--- config.mk ---
export PLATFORM = sky130hd
export DESIGN_NAME = mem_arbiter_flat
export DESIGN_NICKNAME = d
export VERILOG_FILES = /design/src/rtl/mem_arbiter_if.sv /design/src/rtl/mem_arbiter.sv /design/src/flat_wrapper.sv
export SDC_FILE = /design/constraint.sdc
export NUM_CORES = 1
export LEC_CHECK = 0
export BUFFER_PORTS_ARGS = -buffer_cell sky130_fd_sc_hd__clkbuf_2
export CAP_MARGIN = 20
export CORE_AREA = 2 2 120 122
export DETAILED_ROUTE_END_ITERATION = 10
export DIE_AREA = 0 0 122 124
export GPL_TIMING_DRIVEN = 0
export MAX_ROUTING_LAYER = met4
export PLACE_DENSITY = 0.5
export SYNTH_ARGS = -nofsm -noshare
export SYNTH_HDL_FRONTEND = slang
export SYNTH_SLANG_ARGS = --single-unit
--- constraint.sdc ---
create_clock -name clk -period 2.7 [get_ports clk]
set_clock_uncertainty 0.15 [all_clocks]
set_input_delay 0.405 -clock clk [delete_from_list [all_inputs] [get_ports clk]]
set_output_delay 0.405 -clock clk [all_outputs]
set_load 0.01 [all_outputs]
--- src/rtl/mem_arbiter_if.sv ---
// Bundle of two requester ports plus the shared single-port memory port.
// Latency: none (signal container only).
// Backpressure: requesters hold req/addr/wdata/wmask until their gnt; the memory never stalls.
//
// Ports (signals):
//   m0_*/m1_*  requester side: req, addr, wdata, wmask in; gnt, rvalid, rdata out
//   s_*        memory side: addr, wdata, wmask, rstrb out; rdata in (1 cycle after rstrb)
//   modport slave  : the arbiter's view
//   modport master : the requesters' and memory's view (testbench side)
interface mem_arbiter_if;
  logic        m0_req;
  logic [31:0] m0_addr;
  logic [31:0] m0_wdata;
  logic [3:0]  m0_wmask;
  logic        m0_gnt;
  logic        m0_rvalid;
  logic [31:0] m0_rdata;

  logic        m1_req;
  logic [31:0] m1_addr;
  logic [31:0] m1_wdata;
  logic [3:0]  m1_wmask;
  logic        m1_gnt;
  logic        m1_rvalid;
  logic [31:0] m1_rdata;

  logic [31:0] s_addr;
  logic [31:0] s_wdata;
  logic [3:0]  s_wmask;
  logic        s_rstrb;
  logic [31:0] s_rdata;

  modport slave (
    input  m0_req, m0_addr, m0_wdata, m0_wmask,
    output m0_gnt, m0_rvalid, m0_rdata,
    input  m1_req, m1_addr, m1_wdata, m1_wmask,
    output m1_gnt, m1_rvalid, m1_rdata,
    output s_addr, s_wdata, s_wmask, s_rstrb,
    input  s_rdata
  );

  modport master (
    output m0_req, m0_addr, m0_wdata, m0_wmask,
    input  m0_gnt, m0_rvalid, m0_rdata,
    output m1_req, m1_addr, m1_wdata, m1_wmask,
    input  m1_gnt, m1_rvalid, m1_rdata,
    input  s_addr, s_wdata, s_wmask, s_rstrb,
    output s_rdata
  );
endinterface

--- src/rtl/mem_arbiter.sv ---
// Two-requester arbiter in front of a single-port memory (round-robin or fixed priority).
// Latency: grant is combinational; read data returns at grant+1 (memory latency only).
// Backpressure: a losing requester simply keeps req high; one transfer per cycle max.
//
// Ports:
//   clk  single clock, rising edge
//   rst  asynchronous active-high reset
//   bus  mem_arbiter_if.slave: requester ports m0_*/m1_* and memory port s_*
module mem_arbiter #(
  parameter int RR = 1   // 1: round-robin, 0: fixed priority with M0 winning
) (
  input  logic              clk,
  input  logic              rst,
  mem_arbiter_if.slave      bus
);

  // Pending-return state: RDRET means a read was granted last cycle and its
  // data is on s_rdata now.
  localparam logic [0:0] ST_IDLE  = 1'b0;
  localparam logic [0:0] ST_RDRET = 1'b1;

  logic [0:0] r_state;
  logic       r_owner;     // requester that owns the in-flight read (0 = M0)
  logic       r_last;      // most recently granted requester (0 = M0)

  logic       w_gnt0;
  logic       w_gnt1;
  logic       w_rd_gnt;
  logic       w_pending;
  logic [0:0] w_state_nxt;

  // Grant selection. Gated by rst so nothing reaches the memory during reset.
  always_comb begin
    w_gnt0 = 1'b0;
    w_gnt1 = 1'b0;
    if (!rst) begin
      if (RR != 0) begin
        if (bus.m0_req && bus.m1_req) begin
          // Tie: the requester not granted most recently wins.
          w_gnt0 = r_last;
          w_gnt1 = ~r_last;
        end else begin
          w_gnt0 = bus.m0_req;
          w_gnt1 = bus.m1_req;
        end
      end else begin
        w_gnt0 = bus.m0_req;
        w_gnt1 = bus.m1_req & ~bus.m0_req;
      end
    end
  end

  // A granted transfer with an all-zero mask is a read.
  assign w_rd_gnt = (w_gnt0 && (bus.m0_wmask == 4'h0)) ||
                    (w_gnt1 && (bus.m1_wmask == 4'h0));

  assign w_state_nxt = w_rd_gnt ? ST_RDRET : ST_IDLE;

  // Memory-side mux: address/data follow M1 only when M1 holds the grant.
  assign bus.s_addr  = w_gnt1 ? bus.m1_addr  : bus.m0_addr;
  assign bus.s_wdata = w_gnt1 ? bus.m1_wdata : bus.m0_wdata;
  assign bus.s_wmask = w_gnt0 ? bus.m0_wmask :
                       w_gnt1 ? bus.m1_wmask : 4'h0;
  assign bus.s_rstrb = w_rd_gnt;

  assign bus.m0_gnt = w_gnt0;
  assign bus.m1_gnt = w_gnt1;

  always_ff @(posedge clk or posedge rst) begin
    if (rst) begin
      r_state <= ST_IDLE;
      r_owner <= 1'b0;
      r_last  <= 1'b1;
    end else begin
      r_state <= w_state_nxt;
      if (w_gnt0 || w_gnt1) begin
        r_last <= w_gnt1;
      end
      if (w_rd_gnt) begin
        r_owner <= w_gnt1;
      end
    end
  end

  // Return routing. Derived purely from registers, so it is glitch-free and
  // drops to 0 the instant reset clears the pending state.
  assign w_pending = (r_state == ST_RDRET);

  assign bus.m0_rvalid = w_pending & ~r_owner;
  assign bus.m1_rvalid = w_pending &  r_owner;
  assign bus.m0_rdata  = (w_pending && !r_owner) ? bus.s_rdata : 32'h0;
  assign bus.m1_rdata  = (w_pending &&  r_owner) ? bus.s_rdata : 32'h0;

endmodule

--- src/flat_wrapper.sv ---
// flat-port wrapper written by rule: the top's interface ports become plain ports
module mem_arbiter_flat 
#(
  parameter int RR = 1                                                       
)
  (clk, rst, bus_m0_req, bus_m0_addr, bus_m0_wdata, bus_m0_wmask, bus_m0_gnt, bus_m0_rvalid, bus_m0_rdata, bus_m1_req, bus_m1_addr, bus_m1_wdata, bus_m1_wmask, bus_m1_gnt, bus_m1_rvalid, bus_m1_rdata, bus_s_addr, bus_s_wdata, bus_s_wmask, bus_s_rstrb, bus_s_rdata);
  mem_arbiter_if bus_i ();
  input  logic clk;
  input  logic rst;
  input wire logic [$bits(bus_i.m0_req)-1:0] bus_m0_req;
  input wire logic [$bits(bus_i.m0_addr)-1:0] bus_m0_addr;
  input wire logic [$bits(bus_i.m0_wdata)-1:0] bus_m0_wdata;
  input wire logic [$bits(bus_i.m0_wmask)-1:0] bus_m0_wmask;
  output wire logic [$bits(bus_i.m0_gnt)-1:0] bus_m0_gnt;
  output wire logic [$bits(bus_i.m0_rvalid)-1:0] bus_m0_rvalid;
  output wire logic [$bits(bus_i.m0_rdata)-1:0] bus_m0_rdata;
  input wire logic [$bits(bus_i.m1_req)-1:0] bus_m1_req;
  input wire logic [$bits(bus_i.m1_addr)-1:0] bus_m1_addr;
  input wire logic [$bits(bus_i.m1_wdata)-1:0] bus_m1_wdata;
  input wire logic [$bits(bus_i.m1_wmask)-1:0] bus_m1_wmask;
  output wire logic [$bits(bus_i.m1_gnt)-1:0] bus_m1_gnt;
  output wire logic [$bits(bus_i.m1_rvalid)-1:0] bus_m1_rvalid;
  output wire logic [$bits(bus_i.m1_rdata)-1:0] bus_m1_rdata;
  output wire logic [$bits(bus_i.s_addr)-1:0] bus_s_addr;
  output wire logic [$bits(bus_i.s_wdata)-1:0] bus_s_wdata;
  output wire logic [$bits(bus_i.s_wmask)-1:0] bus_s_wmask;
  output wire logic [$bits(bus_i.s_rstrb)-1:0] bus_s_rstrb;
  input wire logic [$bits(bus_i.s_rdata)-1:0] bus_s_rdata;
  assign bus_i.m0_req = bus_m0_req;
  assign bus_i.m0_addr = bus_m0_addr;
  assign bus_i.m0_wdata = bus_m0_wdata;
  assign bus_i.m0_wmask = bus_m0_wmask;
  assign bus_m0_gnt = bus_i.m0_gnt;
  assign bus_m0_rvalid = bus_i.m0_rvalid;
  assign bus_m0_rdata = bus_i.m0_rdata;
  assign bus_i.m1_req = bus_m1_req;
  assign bus_i.m1_addr = bus_m1_addr;
  assign bus_i.m1_wdata = bus_m1_wdata;
  assign bus_i.m1_wmask = bus_m1_wmask;
  assign bus_m1_gnt = bus_i.m1_gnt;
  assign bus_m1_rvalid = bus_i.m1_rvalid;
  assign bus_m1_rdata = bus_i.m1_rdata;
  assign bus_s_addr = bus_i.s_addr;
  assign bus_s_wdata = bus_i.s_wdata;
  assign bus_s_wmask = bus_i.s_wmask;
  assign bus_s_rstrb = bus_i.s_rstrb;
  assign bus_i.s_rdata = bus_s_rdata;
  mem_arbiter #(.RR(RR)) u_core (.clk(clk), .rst(rst), .bus(bus_i));
endmodule
==> results.tsv, run 1 <==
metric	value	unit
wl	8.34	mm
ant_nets	0	
cp_top_family	flip-flops	
final_area	3300	sq um
min_period	2.37	ns
cts_buffers	3	
syn_inst	170	
r2r_end	u_core.r_state$_DFF_PP0_	
clkLatencyLatePin	0.22	ns
synth_warnings	0	
postCtsSetupBuffers	0	
max_freq	422	MHz
hold_path.class	in2reg	
fin_nets	656	
pwr-share-comb	61.5	%
area_growth_syn_to_layout	129	%
cts_tree	done	
grt_pass1_wl	11.1	mm
synth_cell_types	20	
seqPwrFrac	8.7	%
switching_power	279	uW
final-hold-violation-count	0	
antenna_found_initial	0	
initial_core_util	10.5	%
power_frac_clock	29.9	%
hold_path_end	u_core.r_last$_DFFE_PP1P_	
syn-cell-area	1440	sq um
die_h	124	microns
cts-resized-gates	0	
peakVddDrop	0.136	mV
critical_path_arrival	1.82	ns
synth_area_leader_cell	mux2_2	
drv_slew	0	
required	2.14	ns
rsz0062_at_grt	false	
n_antenna_cell	0	
cts-root-buf	clkbuf_16	
clock_path_buffers	2	
max_cap_viol_count	0	
crit_path_end_kind	primary output	
dp_hpwl	7.55	mm
startpoint_type	register	
synth_top_area_share	50.0	%
rows	43	
worst-path-max-fanout	10	
drt_first_pass_iters	4	
tightestPinTransition	0.661	ns
die_w	122	microns
slew_headroom	56.0	%
port_buffers	308	
drt_iter0_markers	34	
syn_avg_cell_area	8.49	sq um
status	completed	
reg2reg_from	u_core.r_last$_DFFE_PP1P_	
vias	2473	
leakage	0.00206	uW
finalCritPeriodShare	87.8	%
grt.total_usage	9.70	%
dieArea	15100	sq um
drc	0	
drive_gt1_share	79.5	%
reg2regPathDepth	3	
io_pins	309	
hold_depth	3	
cts-htree-levels	1	
seq_area_frac_synth	5.29	%
hold_start	bus_m1_req	
critPathMaxStageDelay	0.54	ns
clkSlewWorstSetupHoldPaths	0.03	ns
p_int	511	uW
gp_congestion	0.746	
setup_viol	0	
vias_per_cell	3.73	
whs	0.281	ns
ys_seq_elements	3	
cp_num_buf_inv	3	
syn-num-nets	342	
path_cells	nand2_1 > nand2_1 > buf_6 > buf_6 > mux2_2 > clkbuf_2	
crit_type	reg2out	
switching_share	35.3	%
placed_cell_area	3210	sq um
core_area	13700	sq um
crit_slowest_cell	dfstp_2	
clock_sinks	3	
synth_area_leaders	mux2_2 (50%), and2_1 (14%), and3_1 (14%)	
wl_per_cell	12.6	microns
powerDensity	239	nW/um^2
first_global_vias	2216	
grt_max_degree	11	
grt-ovfl-total	0	
setup_tns	0	ns
r2r_slack	1.13	ns
-- cell families (layout without fill, tap and decap cells) --
family                 after synthesis  after routing  share of synthesized area [%]
AO/OA/AOI/OAI                        9              9                           4.60
buffers and inverters               19            332                           8.15
flip-flops                           3              3                           5.29
multiplexers                        64             64                           50.0
AND/OR/NAND/NOR                     75             75                           32.0
-- worst max path at each step --
| stage | slack [ns] | endpoint | depth (start not counted) | start |
|---|---|---|---|---|
| 2_1_floorplan | 0.82 | bus_s_addr[0] | 5 | u_core.r_last$_DFFE_PP1P_ |
| 3_3_place_gp | 0.46 | bus_s_addr[18] | 7 | rst |
| 3_5_place_dp | 0.45 | bus_s_addr[18] | 7 | rst |
| 4_1_cts | 0.29 | bus_s_addr[18] | 6 | u_core.r_last$_DFFE_PP1P_ |
| 5_1_grt | 0.22 | bus_s_addr[18] | 6 | u_core.r_last$_DFFE_PP1P_ |
| 6_report | 0.33 | bus_s_addr[27] | 6 | u_core.r_last$_DFFE_PP1P_ |
-- synth_stat cells --
cell type and instances:
mux2_2 64, and2_1 33, and3_1 32, clkbuf_1 9
buf_6 6, a22o_1 4, inv_1 3, nand2_1 3
a21oi_1 2, dfrtp_1 2, nand2b_1 2, nor4_1 2
a21bo_2 1, a31oi_1 1, and2b_1 1, buf_2 1
dfstp_2 1, nand3_1 1, nor2b_1 1, o21ai_0 1
-- state kept, by name, summed over array words and instances (netlist names) --
name,flops
u_core.r_last,1
u_core.r_owner,1
u_core.r_state,1
-- worst reg2reg max path: cells and delay by family, from the launching register on --
kind                   cells  cell delay, ns
AOI/OAI and AO/OA          2            0.77
DFF                        1            0.54
buffers and inverters      1            0.04
-- what timing repair did --
action / 4_1_cts / 5_1_grt
setup endpoints to repair: 0 / 0
hold buffers: 1 / 0
endpoints found under the hold margin: 2 / 0
-- cells in the final DEF (no fill, tap or decap) --
master         synthesis  final
o21ai_0                1      1
clkbuf_1               9     10
clkbuf_2               0    308
a21bo_2                1      1
and3_1                32     32
buf_2                  1      1
buf_6                  6      6
mux2_2                64     64
a21oi_1                2      2
nor4_1                 2      2
nand3_1                1      1
nand2b_1               2      2
a31oi_1                1      1
dlygate4sd3_1          0      1
and2_1                33     33
clkbuf_16              0      3
dfrtp_1                2      2
inv_1                  3      3
nand2_1                3      3
a22o_1                 4      4
dfstp_2                1      1
and2b_1                1      1
nor2b_1                1      1
-- cell type report --
| type | count | area (sq um) |
|---|---|---|
| repair buffers | 309 | 1550 |
| fillers | 1533 | 10400 |
| well taps | 180 | 225 |
| flip-flops and latches | 3 | 76.3 |
| plain buffers | 16 | 106 |
| clock buffers | 4 | 78.8 |
| multi-input cells | 148 | 1250 |
| inverters | 3 | 11.3 |
-- per-layer routing --
| layer | routed length [microns] | vias to the layer above | global-route usage [%] |
|---|---|---|---|
| met5 | 0 | - | - |
| met4 | 54 | 0 | 2.44 |
| met3 | 800 | 2 | 1.24 |
| met2 | 4370 | 171 | 18.2 |
| met1 | 3120 | 1064 | 10.9 |
| li1 | - | 1236 | - |
-- stage by stage --
stage          power [uW]  setup WS, ns  cells  utilization (%)
2_1_floorplan         299         0.821    170                -
5_1_grt               851         0.217    663             24.0
4_1_cts               805         0.294    663             24.0
3_5_place_dp          561         0.449    658             23.4
3_3_place_gp          562         0.457    658             23.4
6_report              790         0.329    663             24.0
-- power groups by stage --
| stage | Combinational (uW) | Clock (uW) | Sequential (uW) |
|---|---|---|---|
| after global placement | 492 | 0 | 69.6 |
| final | 486 | 236 | 68.5 |
| after detailed placement | 492 | 0 | 69.6 |
| after CTS | 495 | 241 | 69.5 |
| after floorplan | 237 | 0 | 62.7 |
| after global routing | 532 | 247 | 71.7 |
No activity file was read; power rests on OpenSTA's default activity.
==> run 2: changes to the inputs <==
--- a/config.mk
+++ b/config.mk
@@ -8,10 +8,10 @@
 export BUFFER_PORTS_ARGS = -buffer_cell sky130_fd_sc_hd__clkbuf_2
 export CAP_MARGIN = 20
-export CORE_AREA = 2 2 120 122
+export CORE_AREA = 2 2 119 121
 export DETAILED_ROUTE_END_ITERATION = 10
-export DIE_AREA = 0 0 122 124
+export DIE_AREA = 0 0 121 123
 export GPL_TIMING_DRIVEN = 0
 export MAX_ROUTING_LAYER = met4
-export PLACE_DENSITY = 0.5
+export PLACE_DENSITY = 0.52
 export SYNTH_ARGS = -nofsm -noshare
 export SYNTH_HDL_FRONTEND = slang
==> constraint.sdc (replaced) <==
create_clock -name clk -period 2.1 [get_ports clk]
set_clock_uncertainty 0.15 [all_clocks]
set_input_delay 0.105 -clock clk [delete_from_list [all_inputs] [get_ports clk]]
set_output_delay 0.105 -clock clk [all_outputs]
set_load 0.01 [all_outputs]
==> run 2 against run 1 <==
  * Utilization rose by 0.48 points
  * Sequential share of layout area barely moved
  * Clock power rose by 26%
  * Power rose by 30%
  * Die area fell by 1.6%
  * Routed wire length rose by 6.4%
  * Hold slack got worse by 0.26 ns
  * Critical endpoint is now bus_s_addr[9]
  * Largest cell class unchanged
  * Largest power group unchanged
  * Highest routed layer unchanged
==> results.tsv, run 2 (synthesis gave the netlist of run 1 again) <==
metric	value	unit	change
peakVddDrop	0.180	mV	+33%
drv_slew	0		unchanged
hold_path.class	in2reg		
port_buffers	308		unchanged
drt_first_pass_iters	3		-1
instances_no_fill	666		+0.45%
reg_top3	u_core.r_last (1), u_core.r_owner (1), u_core.r_state (1)		
final-hold-violation-count	0		unchanged
io_pins	309		unchanged
rows	43		unchanged
switching_power	366	uW	+31%
initial_core_util	10.6	%	+0.083 points
n_fill_cell	1529		-0.26%
n_antenna_cell	0		unchanged
cts-htree-levels	1		unchanged
area_growth_syn_to_layout	131	%	
wl_per_cell	13.3	microns	+5.9%
ant_nets	0		unchanged
clkLatencyLatePin	0.22	ns	about the same
dp_hpwl	7.95	mm	+5.3%
cts-root-buf	clkbuf_16		
clock_path_buffers	2		unchanged
cts_buffers	3		unchanged
grt_max_degree	11		unchanged
vias_per_cell	3.78		+1.2%
min_period	1.99	ns	
seqPwrFrac	8.7	%	about the same
grt.total_usage	10.1	%	+0.44 points
crit_type	reg2out		
powerDensity	308	nW/um^2	+29%
setup_tns	0	ns	unchanged
vias	2515		+1.7%
switching_share	35.6	%	+0.22 points
setup_viol	0		unchanged
core_area	13600	sq um	-0.78%
crit_start	u_core.r_last$_DFFE_PP1P_		
pwr-share-comb	62.4	%	+0.9 points
grt_pass1_wl	11.5	mm	+3.2%
antenna_found_initial	0		unchanged
die_h	123	microns	-0.81%
gp_congestion	0.791		+6.0%
wl	8.87	mm	+6.4%
multi_input_area	1260	sq um	+1.1%
hold_start	rst		
tightestPinTransition	0.679	ns	+0.0180 ns
clkSlewWorstSetupHoldPaths	0.03	ns	about the same
drc	0		unchanged
finalCritPeriodShare	94.6	%	
p_int	663	uW	+30%
leakage	0.00208	uW	+0.81%
power_frac_clock	28.9	%	-1.0 points
dieArea	14900	sq um	-1.6%
first_global_vias	2248		+1.4%
grt-ovfl-total	0		unchanged
drive_gt1_share	80.0	%	+0.54 points
reg2reg_from	u_core.r_last$_DFFE_PP1P_		
max_cap_viol_count	0		unchanged
max_freq	503	MHz	
dp_cells	658		unchanged
critical_path_arrival	1.73	ns	-0.09 ns
worst-path-max-fanout	10		unchanged
crit_path_end_kind	primary output		
clock_sinks	3		unchanged
startpoint_type	register		
regArea	76.3	sq um	unchanged
slew_headroom	54.3	%	-1.6 points
cts_tree	done		
drt_iter0_markers	34		unchanged
rsz0062_at_grt	false		
final_common_cell	clkbuf_2		
die_w	121	microns	-0.82%
status	completed		
required	1.85	ns	-0.29 ns
mostFrequentLayoutCells	clkbuf_2 (308), mux2_2 (64), and2_1 (33), and3_1 (32), clkbuf_1 (10)		
fin_nets	659		+0.46%
## run 2: worst max-delay path, stage by stage (launching register included)
cell and delay (ns):
dfstp_2 0.55, nand2_2 0.09, nand2_4 0.09, buf_8 0.14, buf_6 0.15, mux2_2 0.36, clkbuf_2 0.13
## run 2: final timing paths
| kind | to | slack (ns) | cells after the start |
|---|---|---|---|
| worst min register to register | u_core.r_last$_DFFE_PP1P_ | 0.38 | 2 |
| max in group asynchronous | u_core.r_last$_DFFE_PP1P_ | 1.41 | 3 |
| worst max register to register | u_core.r_state$_DFF_PP0_ | 0.68 | 3 |
| worst max-delay path | bus_s_addr[9] | 0.11 | 6 |
| min in group asynchronous | u_core.r_owner$_DFFE_PP0P_ | 0.18 | 3 |
| worst min-delay path | u_core.r_last$_DFFE_PP1P_ | 0.02 | 3 |
## run 2: cell type report
class	count	share of cell area [%]
clock buffer	4	2.36
timing repair buffer	312	47.2
multi-input combinational	148	37.8
sequential	3	2.29
inverter	3	0.337
tap	180	6.75
buffer	16	3.30
## run 2: timing repair
action	in CTS	in global routing
hold buffers	2	0
endpoints found under the setup margin	6	67
pin swaps	0	1
cloned	1	0
setup buffers	1	0
resized for setup	2	3
hold endpoints to repair	4	0
## run 2: power by group through the flow
| stage | logic, uW | clock network, uW | registers, uW |
|---|---|---|---|
| after floorplan | 304 | 0 | 80.7 |
| after global placement | 636 | 0 | 89.1 |
| after detailed placement | 635 | 0 | 89.5 |
| after CTS | 649 | 302 | 89.0 |
| after global routing | 701 | 310 | 91.5 |
| final | 642 | 297 | 89.1 |
## run 2: metal layers
layer  up-vias  global-route usage, %  routed length [microns]
met4         0                   1.31                       27
li1       1243                      -                        -
met2       159                   20.4                     4960
met5         -                      -                        0
met1      1111                   10.9                     3130
met3         2                   1.15                      752
## run 2: stage by stage
stage | utilization (%) | instance area [sq um] | power [uW] | setup slack (ns) | hold slack [ns]
detailed placement | 23.6 | 3210 | 725 | 0.215 | -0.164
finish | 24.5 | 3340 | 1030 | 0.113 | 0.0179
CTS | 24.4 | 3330 | 1040 | 0.00258 | 0.0133
global placement | 23.6 | 3210 | 725 | 0.187 | -0.158
floorplan | - | 1440 | 385 | 0.521 | -0.292
global route | 24.5 | 3340 | 1100 | 0.000836 | 0.0565
